===== src/rtl/rt_ibex_hws_sched_pkg.sv =====
// Shared types and default sizes for the RT-Ibex hardware-stacking scheduler.
// Contents: stacking mode (SAVE/RESTORE), scheduler FSM state encoding,
// default nesting depth / priority / irq id widths.
package rt_ibex_hws_sched_pkg;

   localparam int unsigned HwsMaxNest = 4;
   localparam int unsigned HwsPrioW   = 3;
   localparam int unsigned HwsIrqIdW  = 5;

   typedef enum logic {
      HWS_SAVE    = 1'b0,
      HWS_RESTORE = 1'b1
   } hw_stacking_mode_t;

   typedef enum logic [2:0] {
      HWS_IDLE         = 3'd0,
      HWS_SAVE_REQ     = 3'd1,
      HWS_SAVE_WAIT    = 3'd2,
      HWS_RUN          = 3'd3,
      HWS_RESTORE_REQ  = 3'd4,
      HWS_RESTORE_WAIT = 3'd5
   } hws_sched_state_e;

endpackage


===== src/rtl/rt_ibex_hws_sched_prio.sv =====
// rt_ibex_prio_stack: LIFO of saved running priorities, one entry per active
// handler level. top/depth/full are registered copies kept in step with the
// entry array so the scheduler sees them without a read mux.
// Ports:
//   clk_i, rst_ni   clock, async active-low reset (empties the stack)
//   push_i          push push_data_i (ignored when full)
//   push_data_i     priority to save
//   pop_i           drop the top entry (ignored when empty)
//   top_o           most recently pushed priority (0 when empty)
//   depth_o         number of stored entries
//   full_o          depth_o == MaxNest
module rt_ibex_prio_stack
   import rt_ibex_hws_sched_pkg::*;
#(
   parameter int unsigned MaxNest = HwsMaxNest,
   parameter int unsigned PrioW   = HwsPrioW,
   localparam int unsigned DepthW = $clog2(MaxNest + 1)
) (
   input  logic              clk_i,
   input  logic              rst_ni,
   input  logic              push_i,
   input  logic [PrioW-1:0]  push_data_i,
   input  logic              pop_i,
   output logic [PrioW-1:0]  top_o,
   output logic [DepthW-1:0] depth_o,
   output logic              full_o
);

   localparam int unsigned IdxW = (MaxNest > 1) ? $clog2(MaxNest) : 1;

   logic [PrioW-1:0]  mem_q [MaxNest];
   logic [PrioW-1:0]  top_q;
   logic [DepthW-1:0] depth_q;
   logic              full_q;

   // Entry array plus registered top/depth/full.
   always_ff @(posedge clk_i or negedge rst_ni) begin
      if (!rst_ni) begin
         for (int i = 0; i < int'(MaxNest); i++) begin
            mem_q[i] <= '0;
         end
         top_q   <= '0;
         depth_q <= '0;
         full_q  <= 1'b0;
      end else if (push_i && !full_q) begin
         mem_q[IdxW'(depth_q)] <= push_data_i;
         top_q                 <= push_data_i;
         depth_q               <= depth_q + DepthW'(1);
         full_q                <= (depth_q == DepthW'(MaxNest - 1));
      end else if (pop_i && (depth_q != '0)) begin
         depth_q <= depth_q - DepthW'(1);
         full_q  <= 1'b0;
         // New top is the entry below the one being dropped.
         top_q   <= (depth_q >= DepthW'(2)) ? mem_q[IdxW'(depth_q - DepthW'(2))] : '0;
      end
   end

   assign top_o   = top_q;
   assign depth_o = depth_q;
   assign full_o  = full_q;

endmodule


===== src/rtl/rt_ibex_hws_sched.sv =====
// rt_ibex_hws_sched: interrupt entry/exit scheduler for the RT-Ibex hardware
// stacking unit. Starts a context SAVE when an irq preempts the running
// priority and a RESTORE when mret is reached, runs the start/done/ack
// handshake, tracks nesting on a priority stack and halts the core while
// stacking is in progress.
// Optional feature: define RT_IBEX_HWS_TAIL_CHAIN_EN to let an mret with a
// higher-than-stack-top irq pending jump straight to the new handler, reusing
// the saved frame. Without it tail_chain_o is 0 and every mret restores.
// Ports:
//   clk_i, rst_ni                clock, async active-low reset
//   irq_req_i/irq_id_i/irq_prio_i pending interrupt (level), id, priority
//   mret_id_i                    mret in ID, held until mret_ack_o
//   hws_start_o/hws_mode_o       start pulse and SAVE/RESTORE mode
//   hws_done_i/hws_ack_o         stacking done level and its ack pulse
//   irq_ack_o/irq_ack_id_o       claim pulse and claimed id
//   mret_ack_o/tail_chain_o      mret may retire / retire into new vector
//   core_halt_o                  hold fetch/controller while stacking
//   cur_prio_o/nest_depth_o      running priority and active handler levels
module rt_ibex_hws_sched
   import rt_ibex_hws_sched_pkg::*;
#(
   parameter int unsigned MaxNest = HwsMaxNest,
   parameter int unsigned PrioW   = HwsPrioW,
   parameter int unsigned IrqIdW  = HwsIrqIdW,
   localparam int unsigned DepthW = $clog2(MaxNest + 1)
) (
   input  logic              clk_i,
   input  logic              rst_ni,
   input  logic              irq_req_i,
   input  logic [IrqIdW-1:0] irq_id_i,
   input  logic [PrioW-1:0]  irq_prio_i,
   input  logic              mret_id_i,
   output logic              hws_start_o,
   output hw_stacking_mode_t hws_mode_o,
   input  logic              hws_done_i,
   output logic              hws_ack_o,
   output logic              irq_ack_o,
   output logic [IrqIdW-1:0] irq_ack_id_o,
   output logic              mret_ack_o,
   output logic              tail_chain_o,
   output logic              core_halt_o,
   output logic [PrioW-1:0]  cur_prio_o,
   output logic [DepthW-1:0] nest_depth_o
);

   hws_sched_state_e  state_q;
   hw_stacking_mode_t mode_q;
   logic              hws_start_q;
   logic              hws_ack_q;
   logic              irq_ack_q;
   logic [IrqIdW-1:0] irq_ack_id_q;
   logic              mret_ack_q;
   logic              halt_q;
   logic [PrioW-1:0]  cur_prio_q;
   logic [DepthW-1:0] depth_q;
   logic [IrqIdW-1:0] cap_id_q;
   logic [PrioW-1:0]  cap_prio_q;

   logic              stk_push;
   logic              stk_pop;
   logic [PrioW-1:0]  stk_top;
   logic [DepthW-1:0] stk_depth;
   logic              stk_full;

   logic              mret_req;
   logic              preempt;
   logic              tail_hit;

   // The core keeps mret_id_i high during the ack cycle; ignore it there so
   // one mret is never acknowledged twice.
   assign mret_req = mret_id_i && !mret_ack_q;
   assign preempt  = irq_req_i && (irq_prio_i > cur_prio_q) && !stk_full;

`ifdef RT_IBEX_HWS_TAIL_CHAIN_EN
   assign tail_hit = irq_req_i && (irq_prio_i > stk_top);
`else
   assign tail_hit = 1'b0;
`endif

   assign stk_push = ((state_q == HWS_IDLE) || (state_q == HWS_RUN)) && !mret_req && preempt;
   assign stk_pop  = (state_q == HWS_RESTORE_WAIT) && hws_done_i;

   rt_ibex_prio_stack #(
      .MaxNest (MaxNest),
      .PrioW   (PrioW)
   ) u_prio_stack (
      .clk_i       (clk_i),
      .rst_ni      (rst_ni),
      .push_i      (stk_push),
      .push_data_i (cur_prio_q),
      .pop_i       (stk_pop),
      .top_o       (stk_top),
      .depth_o     (stk_depth),
      .full_o      (stk_full)
   );

   // Scheduler FSM with registered handshake outputs.
   always_ff @(posedge clk_i or negedge rst_ni) begin
      if (!rst_ni) begin
         state_q      <= HWS_IDLE;
         mode_q       <= HWS_SAVE;
         hws_start_q  <= 1'b0;
         hws_ack_q    <= 1'b0;
         irq_ack_q    <= 1'b0;
         irq_ack_id_q <= '0;
         mret_ack_q   <= 1'b0;
         halt_q       <= 1'b0;
         cur_prio_q   <= '0;
         depth_q      <= '0;
         cap_id_q     <= '0;
         cap_prio_q   <= '0;
      end else begin
         hws_start_q <= 1'b0;
         hws_ack_q   <= 1'b0;
         irq_ack_q   <= 1'b0;
         mret_ack_q  <= 1'b0;
         unique case (state_q)
            HWS_IDLE: begin
               if (mret_req) begin
                  // Nothing to restore at thread level.
                  mret_ack_q <= 1'b1;
               end else if (preempt) begin
                  cap_id_q   <= irq_id_i;
                  cap_prio_q <= irq_prio_i;
                  mode_q     <= HWS_SAVE;
                  halt_q     <= 1'b1;
                  state_q    <= HWS_SAVE_REQ;
               end
            end
            HWS_SAVE_REQ: begin
               hws_start_q  <= 1'b1;
               irq_ack_q    <= 1'b1;
               irq_ack_id_q <= cap_id_q;
               state_q      <= HWS_SAVE_WAIT;
            end
            HWS_SAVE_WAIT: begin
               if (hws_done_i) begin
                  hws_ack_q  <= 1'b1;
                  depth_q    <= depth_q + DepthW'(1);
                  cur_prio_q <= cap_prio_q;
                  halt_q     <= 1'b0;
                  state_q    <= HWS_RUN;
               end
            end
            HWS_RUN: begin
               if (mret_req && tail_hit) begin
                  // Saved frame stays on the stack; enter the new handler directly.
                  mret_ack_q   <= 1'b1;
                  irq_ack_q    <= 1'b1;
                  irq_ack_id_q <= irq_id_i;
                  cur_prio_q   <= irq_prio_i;
               end else if (mret_req) begin
                  mode_q  <= HWS_RESTORE;
                  halt_q  <= 1'b1;
                  state_q <= HWS_RESTORE_REQ;
               end else if (preempt) begin
                  cap_id_q   <= irq_id_i;
                  cap_prio_q <= irq_prio_i;
                  mode_q     <= HWS_SAVE;
                  halt_q     <= 1'b1;
                  state_q    <= HWS_SAVE_REQ;
               end
            end
            HWS_RESTORE_REQ: begin
               hws_start_q <= 1'b1;
               state_q     <= HWS_RESTORE_WAIT;
            end
            HWS_RESTORE_WAIT: begin
               if (hws_done_i) begin
                  hws_ack_q  <= 1'b1;
                  mret_ack_q <= 1'b1;
                  cur_prio_q <= stk_top;
                  depth_q    <= depth_q - DepthW'(1);
                  halt_q     <= 1'b0;
                  // The entry being popped is the last one: back to thread level.
                  state_q    <= (stk_depth == DepthW'(1)) ? HWS_IDLE : HWS_RUN;
               end
            end
            default: begin
               halt_q  <= 1'b0;
               state_q <= HWS_IDLE;
            end
         endcase
      end
   end

`ifdef RT_IBEX_HWS_TAIL_CHAIN_EN
   logic tail_chain_q;

   // Flags the mret ack that retires into the newly claimed vector.
   always_ff @(posedge clk_i or negedge rst_ni) begin
      if (!rst_ni) begin
         tail_chain_q <= 1'b0;
      end else begin
         tail_chain_q <= (state_q == HWS_RUN) && mret_req && tail_hit;
      end
   end

   assign tail_chain_o = tail_chain_q;
`else
   assign tail_chain_o = 1'b0;
`endif

   assign hws_start_o  = hws_start_q;
   assign hws_mode_o   = mode_q;
   assign hws_ack_o    = hws_ack_q;
   assign irq_ack_o    = irq_ack_q;
   assign irq_ack_id_o = irq_ack_id_q;
   assign mret_ack_o   = mret_ack_q;
   assign core_halt_o  = halt_q;
   assign cur_prio_o   = cur_prio_q;
   assign nest_depth_o = depth_q;

endmodule


===== config.mk =====
export PLATFORM = sky130hd
export DESIGN_NAME = rt_ibex_hws_sched
export DESIGN_NICKNAME = d
export VERILOG_FILES = /design/src/rtl/rt_ibex_hws_sched_pkg.sv /design/src/rtl/rt_ibex_hws_sched_prio.sv /design/src/rtl/rt_ibex_hws_sched.sv
export SDC_FILE = /design/constraint.sdc
export NUM_CORES = 1
export LEC_CHECK = 0
export ABC_AREA = 0
export BUFFER_PORTS_ARGS = -buffer_cell sky130_fd_sc_hd__buf_2
export CAP_MARGIN = 10
export CORE_MARGIN = 5
export CORE_UTILIZATION = 42
export DETAILED_ROUTE_END_ITERATION = 7
export SYNTH_ARGS = -nofsm -noshare
export SYNTH_HDL_FRONTEND = slang
export SYNTH_SLANG_ARGS = --single-unit

===== constraint.sdc =====
create_clock -name clk_i -period 2.6 [get_ports clk_i]
set_clock_uncertainty 0.2 [all_clocks]
set_input_delay 0.78 -clock clk_i [delete_from_list [all_inputs] [get_ports clk_i]]
set_output_delay 0.78 -clock clk_i [all_outputs]
set_load 0.005 [all_outputs]

==> results of run 1 <==
## cell usage in the layout, fill, tap and decap left out, types with 5 or more instances in the layout
cell type / synthesis / layout
dfrtp_1: 47 / 47
mux2i_1: 6 / 6
mux2_2: 8 / 8
clkbuf_8: 0 / 5
o221a_2: 5 / 5
buf_4: 1 / 15
a21oi_1: 6 / 6
buf_2: 4 / 29
ha_1: 9 / 9
nand2_1: 32 / 32
inv_1: 12 / 12
o21ai_0: 8 / 8
nor2_1: 14 / 14
nor2b_1: 5 / 5
mux2_1: 12 / 12
## cell usage after synthesis, types with 2 or more instances
cell type / number
a21oi_1: 6
nand2_1: 32
clkbuf_1: 4
inv_1: 12
xnor2_1: 4
nand2b_1: 3
mux2i_1: 6
xor2_1: 2
nor2_1: 14
dfrtp_1: 47
o221a_2: 5
o211ai_1: 2
o21ai_0: 8
buf_2: 4
a311o_1: 4
ha_1: 9
mux2_1: 12
nor2b_1: 5
mux2_2: 8
nand2_2: 4
nand3_1: 3
and3_1: 2
## logic make-up after synthesis
| family | count (synthesis) | share of synthesized area (%) |
|---|---|---|
| compound gates | 34 | 10.74 |
| xor+xnor | 6 | 2.244 |
| fa+ha+maj | 10 | 5.663 |
| buf+inv | 22 | 4.220 |
| flops | 47 | 50.21 |
| mux | 26 | 12.18 |
| other cells | 1 | 0.1601 |
| simple gates | 71 | 14.58 |
## cell type report
cell class	instances	area (µm²)
Fill cell	525	2728
Sequential cell	47	1176
Multi-Input combinational cell	148	1067
Timing Repair Buffer	45	277.8
Tap cell	72	90.09
Clock buffer	5	68.82
Inverter	12	45.04
Clock inverter	3	20.02
## final timing paths
check | start | cells after the start | to | slack, ns
worst max-delay path | irq_prio_i[1] | 7 | u_prio_stack.mem_q[10] | 0.24
worst min-delay path | rst_ni | 1 | hws_mode_o | 0.24
worst max register to register | cur_prio_o[2] | 7 | u_prio_stack.mem_q[10] | 0.40
worst min register to register | nest_depth_o[2] | 1 | nest_depth_o[2] | 0.27
max in group asynchronous | rst_ni | 2 | u_prio_stack.top_o[2] | 1.43
min in group clk_i | nest_depth_o[2] | 1 | nest_depth_o[2] | 0.27
## routing by layer
layer	vias to the layer above	global-route usage [%]	part of all wire, %
li1	820	-	-
met1	792	20.86	50
met2	31	23.63	45
met3	7	2.748	3.1
met4	0	6.043	1.9
met5	-	0	0
## power by group through the flow
stage | logic (µW) | clock network (µW) | registers, µW
floorplan | 936 | 0 | 1240
global placement | 1380 | 0 | 1250
detailed placement | 1390 | 0 | 1260
CTS | 1400 | 464 | 1250
global route | 1570 | 497 | 1300
finish | 1380 | 453 | 1250
## critical path, stage by stage
cell and delay [ns]:
buf_2 0.11, ha_1 0.29, nor2b_1 0.13, o311a_1 0.31, and3_1 0.25, nand2_2 0.14, mux2_1 0.33
## registers in the layout, summed over array words and instances (netlist names)
name and flops:
cap_id_q 5, cap_prio_q 3, core_halt_o 1, cur_prio_o 3, hws_ack_o 1, hws_mode_o 1
hws_start_o 1, irq_ack_id_o 5, irq_ack_o 1, mret_ack_o 1, nest_depth_o 3, state_q 3
u_prio_stack.depth_o 3, u_prio_stack.full_o 1, u_prio_stack.mem_q 12, u_prio_stack.top_o 3
## per-stage QoR
step                utilization (%)  total power (µW)  setup slack [ns]
floorplan                         -              2173           0.08786
global placement              48.54              2630          -0.06115
detailed placement            48.54              2657          -0.08398
CTS                           50.16              3116            0.2427
global route                  50.16              3359            0.1317
finish                        50.16              3081            0.2376
==> impl_metrics.yaml, run 1 <==
logic_synthesis:
  ys_ff_latch: 47
  netlist_area_mm2: 0.002342
  syn_area_per_cell_um2: 10.79
  synthArstFlopShare_pct: 100.0
  synth.top_cells.by_area: "dfrtp_1 50%, mux2_1 5.8%, nand2_1 5.1%"
  syn_nets: 240
  synth_edf_count: 0
  ys_seq_area_share_pct: 50.21
  ys.flop_type: "dfrtp_1"
  ys_types: 43
  syn_inst: 217
  yosysWarnings: 0
  synth_top_area_share_pct: 50.21
  synth_top_cell_by_area: "dfrtp_1"
clock_tree:
  clk_path_buf_depth: 2
  cts_setup_buffers: 0
  clk_pin_slew_ns: 0.09
  clk_latency_ns: 0.31
  hold_buffers: 0
  htreeDepth: 2
  numCtsBuffers: 5
  post_cts_resized: 0
  cts_root_buf: "clkbuf_8"
  cts.sinks: 47
  tritoncts: "built"
place:
  hpwlAfterDp_um: 3556
  port_buffers: 29
  numPlacedInstances: 324
  post_dp_cell_area_mm2: 0.002656
  gp_congestion: 0.7979
sta:
  tns_ns: 0
  fmax_mhz: 423.3
  slew_headroom_pct: 64.27
  final_max_slew_viol_count: 0
  hold-worst-slack_ns: 0.2450
  hold_viol_final: 0
  finalCritPeriodShare_pct: 90.86
  rsz0062_at_grt: "no"
  setup_viol: 0
  tightest_slew_ns: 0.5359
  min_period_ns: 2.362
layout:
  fin_nets: 282
  layout.cells.non_filler: 332
  drive_above_1_share_pct: 28.08
  diodes: 0
  synthToLayoutAreaGrowth_pct: 17.20
  fin_area_mm2: 0.002745
worst_setup_path:
  startpoint_type: "input pin"
  crit_required_ns: 2.59
  crit_fanout: 5
  worstSetupPathType: "in -> reg"
  critPathArrivalTime_ns: 2.35
  crit_path_end_kind: "flop"
floorplan:
  initial_core_util_pct: 42.80
  io_pins: 31
  die_h_um: 84.68
  dieWidth_um: 84.68
  die_area_mm2: 0.007170
  rows: 27
  core_mm2: 0.005473
power:
  leakagePower_uw: 0.001373
  clockPowerShare_pct: 14.7
  netSwitchingPower_uw: 1167
  p_sw_share_pct: 37.88
  p_int_uw: 1914
  p_comb_share_pct: 44.7
  peakVddDrop_uv: 449.3
  p_seq_share_pct: 40.6
  p_per_area_mw_per_mm2: 1122
route:
  wl_per_cell_um: 14.76
  routed_via_density: 4.970
  drtIter0Drc: 62
  drc_errors: 0
  dr.pass1.iters: 4
  drt_wl_total_um: 4901
  num_vias: 1650
  ant_nets: 0
grt:
  grt_max_degree: 28
  grt_overflow_total: 0
  grt_pass1_wl_um: 8625
  antenna_found_initial: 0
  grt_pass1_vias: 1784
  grt_usage_pct: 15.16
flow_run:
  cap_violations: 0
status:
  outcome: "finished clean"
min_path:
  hold_class: "in -> async"
No activity file was read; power rests on OpenSTA's default activity.
==> run 2: changes to the inputs <==
Settings changed: CORE_UTILIZATION 42 to 55, PLACE_DENSITY set to 0.77.
==> run 2 against run 1 <==
Critical path depth is the same. Worst setup slack lost 0.0057 ns. Global-route usage grew 3.6 points. Register-to-register slack is essentially flat. Total power is essentially flat. First-iteration DRC count grew to 2.8 times the previous value. Largest cell class unchanged.
==> impl_metrics.yaml, run 2 (synthesis gave the netlist of run 1 again) <==
worst_setup_path:
  crit_path_end_kind: "flop"
  rr_endpoint: "u_prio_stack.mem_q[3]"
  r2r.worst_path.cells: 7
  cp_slowest_cell: "mux2_1"
  reg2reg_from: "cur_prio_o[1]"
  startpoint_type: "input pin"
  crit_fanout: 5
  crit_chain: "buf_2 > ha_1 > nor2b_1 > o311a_1 > and3_1 > nand2_2 > mux2_1"
  critPathTopFamily: "simple AND/OR/NAND/NOR gates"
  crit_required_ns: 2.58
  worstSetupPathType: "in -> reg"
  critPathMaxStageDelay_ns: 0.34
  critPathArrivalTime_ns: 2.35
  r2r_slack_ns: 0.39
  worst-path-buf-inv: 1
route:
  drtIter0Drc: 176
  drc_errors: 0
  routed_via_density: 5.435
  num_vias: 1674
  wl_per_cell_um: 14.89
  ant_nets: 0
  drt_wl_total_um: 4587
  dr.pass1.iters: 4
grt:
  busiest_layer: "met1"
  globalRouteMet2Util_pct: 27.56
  grt_overflow_total: 0
  grt_max_degree: 48
  grt_util_met1_pct: 27.62
  antenna_found_initial: 0
  grtUsageMet3_pct: 3.204
  grt_usage_pct: 18.75
  grt_pass1_wl_um: 7983
  grt_pass1_vias: 1639
sta:
  hold_viol_final: 0
  min_period_ns: 2.368
  fmax_mhz: 422.3
  final_max_slew_viol_count: 0
  rsz0062_at_grt: "no"
  finalCritPeriodShare_pct: 91.08
  setup_viol: 0
  tns_ns: 0
  slew_headroom_pct: 60.37
  setup_slack_ns: 0.2319
  tightest_slew_ns: 0.5944
clock_tree:
  cts_setup_buffers: 0
  clk_latency_ns: 0.30
  cts.sinks: 47
  numCtsBuffers: 5
  tritoncts: "built"
  post_cts_resized: 0
  clk_path_buf_depth: 2
  hold_buffers: 0
  htreeDepth: 2
  cts_root_buf: "clkbuf_8"
  clk_pin_slew_ns: 0.09
floorplan:
  core_mm2: 0.004058
  dieWidth_um: 75.26
  initial_core_util_pct: 57.72
  die_area_mm2: 0.005664
  rows: 23
  io_pins: 31
  die_h_um: 75.26
layout:
  synthToLayoutAreaGrowth_pct: 15.28
  drive_above_1_share_pct: 27.52
  diodes: 0
  fin_nets: 280
  final_cell_mix: "47 x dfrtp_1, 32 x nand2_1, 29 x buf_2"
  largest_reg_flops: 12
  utilization_pct: 66.54
  top_register: "u_prio_stack.mem_q"
  final_common_cell: "dfrtp_1"
min_path:
  min_delay_path_depth: 1
  hold_class: "reg -> reg"
  hp-start: "nest_depth_o[2]"
  min_to: "nest_depth_o[2]"
power:
  peakVddDrop_uv: 577.8
  total_power_uw: 3078
  p_per_area_mw_per_mm2: 1140
  leakagePower_uw: 0.001366
status:
  outcome: "finished clean"
place:
  hpwlAfterDp_um: 3330
  port_buffers: 29
  place_ws_ns: -0.05881
  gp_congestion: 0.9050
flow_run:
  cap_violations: 0
==> run 2: cell types whose count changed in the layout (fill, tap and decap cells not counted), sizes merged <==
cell / delta
buf: -2
clkbuf: +1
clkinvlp: -1
==> run 2: worst max-delay path by stage <==
stage                              from                     end  cells past startpoint
after floorplan           irq_prio_i[1]   u_prio_stack.mem_q[0]                      7
after global placement    irq_prio_i[1]   u_prio_stack.mem_q[7]                      7
after detailed placement  irq_prio_i[1]  u_prio_stack.mem_q[11]                      7
after CTS                 irq_prio_i[1]   u_prio_stack.mem_q[3]                      7
after global routing      irq_prio_i[1]              state_q[0]                      8
final                     irq_prio_i[1]   u_prio_stack.mem_q[3]                      7
==> run 2: layout make-up <==
type | instances | area (µm²)
flip-flops and latches | 47 | 1176
clock inverters | 2 | 16.27
inverters | 12 | 45.04
repair buffers | 43 | 250.2
well taps | 50 | 62.56
clock buffers | 6 | 82.58
fillers | 324 | 1358
multi-input cells | 148 | 1067
==> run 2: stage by stage <==
step           hold WS [ns]  std cells  cell area, µm²
2_1_floorplan        0.2401        217            2342
3_3_place_gp         0.2509        300            2601
3_5_place_dp         0.2528        300            2601
4_1_cts              0.2691        308            2700
5_1_grt              0.2765        308            2700
6_report             0.2607        308            2700
==> run 2: power breakdown <==
| part | switching (µW) | total (µW) | internal (µW) |
|---|---|---|---|
| clock network | 256 | 473 | 217 |
| logic | 666 | 1340 | 669 |
| registers | 225 | 1270 | 1040 |
==> run 2: per-layer routing <==
metal	vias to the layer above	part of all wire [%]
met1	809	50
met5	-	0
met2	32	44
met3	6	4.1
li1	827	-
met4	0	1.8
==> run 3: changes to the inputs <==
Settings changed: ABC_AREA 0 to 1, CORE_UTILIZATION 55 to 52, PLACE_DENSITY 0.77 to 0.76.
Clock period 2.6 ns to 2 ns, I/O delays scaled along.
==> run 3 against run 2 <==
Total power rose by 32%. Critical path type is now reg -> reg. Via count increased by 21%. Sequential cell count is the same. Die area up 8.1%.
==> impl_metrics.yaml, run 3 <==
logic_synthesis:
  syn_inst: 302
  ys_types: 28
  synth.top_cells.by_area: "dfrtp_1 49%, nand2_1 19%, nand3_1 6.6%"
  synth_top_cell_by_area: "dfrtp_1"
  syn_area_per_cell_um2: 8.017
  synth_edf_count: 0
  ys_top_cells_by_count: "123 x nand2_1, 47 x dfrtp_1, 32 x nand3_1"
  synthArstFlopShare_pct: 100.0
  syn_nets: 325
  synth.most_common_cell: "nand2_1"
  ys.flop_type: "dfrtp_1"
  ys_seq_area_share_pct: 48.58
  yosysWarnings: 0
  ys_ff_latch: 47
  netlist_area_mm2: 0.002421
  synth_top_area_share_pct: 48.58
place:
  place_ws_ns: -0.1632
  gp_congestion: 0.9284
  numPlacedInstances: 390
  post_dp_cell_area_mm2: 0.002730
  port_buffers: 29
  hpwlAfterDp_um: 3832
power:
  p_per_area_mw_per_mm2: 1442
  peakVddDrop_uv: 670.9
  p_int_uw: 2335
  netSwitchingPower_uw: 1729
  p_comb_share_pct: 47.0
  total_power_uw: 4064
  clockPowerShare_pct: 14.2
  p_sw_share_pct: 42.54
  leakagePower_uw: 0.001576
  p_seq_share_pct: 38.7
sta:
  fmax_mhz: 530.9
  final_max_slew_viol_count: 0
  finalCritPeriodShare_pct: 94.18
  setup_slack_ns: 0.1164
  setup_viol: 0
  rsz0062_at_grt: "no"
  min_period_ns: 1.884
  hold_viol_final: 0
floorplan:
  initial_core_util_pct: 54.48
  rows: 24
  io_pins: 31
  core_mm2: 0.004444
  dieWidth_um: 78.24
  die_area_mm2: 0.006121
  die_h_um: 78.24
layout:
  largest_reg_flops: 12
  multi_input_area_mm2: 0.001109
  fill_cells: 412
  fin_nets: 368
  final_common_cell: "nand2_1"
  seqCellArea_mm2: 0.001176
  top_register: "u_prio_stack.mem_q"
  diodes: 0
  drive_above_1_share_pct: 20.81
  fin_area_mm2: 0.002819
  synthToLayoutAreaGrowth_pct: 16.43
  utilization_pct: 63.43
  final_cell_mix: "123 x nand2_1, 47 x dfrtp_1, 32 x nand3_1"
  layout.cells.non_filler: 398
route:
  drt_wl_total_um: 5009
  dr.pass1.iters: 4
  ant_nets: 0
  drtIter0Drc: 108
  wl_per_cell_um: 12.59
  routed_via_density: 5.088
  drc_errors: 0
  num_vias: 2025
flow_run:
  cap_violations: 0
clock_tree:
  cts_root_buf: "clkbuf_8"
  cts_setup_buffers: 0
  clk_pin_slew_ns: 0.09
  clk_path_buf_depth: 2
  cts.sinks: 47
  numCtsBuffers: 5
  clk_latency_ns: 0.30
  htreeDepth: 2
  tritoncts: "built"
grt:
  grt_overflow_total: 0
  grt_usage_pct: 17.90
  grt_pass1_vias: 1913
  grt_max_degree: 48
  grt_pass1_wl_um: 8804
  antenna_found_initial: 0
worst_setup_path:
  crit_path_end_kind: "flop"
  rr_endpoint: "u_prio_stack.depth_o[2]"
  r2r.worst_path.cells: 10
  crit_required_ns: 2.05
  r2r_slack_ns: 0.12
  startpoint_type: "flop"
  crit_fanout: 28
  worstSetupPathType: "reg -> reg"
  crit_path_start: "cur_prio_o[2]"
  reg2reg_from: "cur_prio_o[2]"
  endpoint: "u_prio_stack.depth_o[2]"
  critPathArrivalTime_ns: 1.93
min_path:
  hold_class: "in -> async"
status:
  outcome: "finished clean"
[run 3: repair_timing]
item	CTS	global route
hold buffers	0	0
hold endpoints to repair	0	0
gates resized for setup	0	2
endpoints found under the setup margin	0	2
[run 3: layer usage]
layer	global-route usage, %	routed length [µm]	up-vias
met5	0	0	-
li1	-	-	1031
met4	5.944	68	0
met1	24.12	2411	946
met3	3.890	214	6
met2	28.85	2316	42
[run 3: layout make-up]
type	instances	share of cell area (%)
sequential	47	41.72
multi-input combinational	219	39.33
timing repair buffer	42	9.498
inverter	30	3.995
clock buffer	5	2.441
tap	52	2.308
clock inverter	3	0.7102
[run 3: kinds of logic after synthesis]
logic type	after synthesis	synth area share (%)
AOI/OAI and AO/OA	22	5.426
other	1	0.1549
xor gates and xnor gates	4	1.447
DFF	47	48.58
and+or+nand+nor	182	32.14
buffers and inverters	36	6.770
adders and majority gates	10	5.478
[run 3: power by group through the flow]
stage | sequential [µW] | combinational [µW] | clock, µW
after floorplan | 1600 | 1260 | 0
after global placement | 1580 | 1870 | 0
after detailed placement | 1590 | 1930 | 0
after CTS | 1570 | 1930 | 594
after global routing | 1620 | 2190 | 634
final | 1570 | 1910 | 578
[run 3: how the worst min path moves through the flow]
stage,from,endpoint,slack (ns),depth (start not counted)
floorplan,rst_ni,cap_id_q[0],0.10,0
global placement,nest_depth_o[2],nest_depth_o[2],0.25,1
detailed placement,nest_depth_o[2],nest_depth_o[2],0.26,1
CTS,rst_ni,cap_id_q[4],0.07,2
global route,rst_ni,cap_id_q[4],0.08,2
finish,rst_ni,irq_ack_id_o[4],0.06,2
[run 3: metrics by stage]
stage	hold WS (ns)	setup TNS [ns]
after floorplan	0.1044	0
after global placement	0.2510	-2.267
after detailed placement	0.2565	-3.412
after CTS	0.07385	0
after global routing	0.08255	0
final	0.05900	0
[run 3: critical path, cell delays in order (launching register included)]
cell	delay, ns
dfrtp_1	0.36
inv_1	0.09
ha_4	0.29
nand2_1	0.04
nor2_1	0.10
nor2_1	0.06
nor2_2	0.13
nand2_2	0.10
buf_12	0.17
or2_0	0.22
nand3_1	0.07
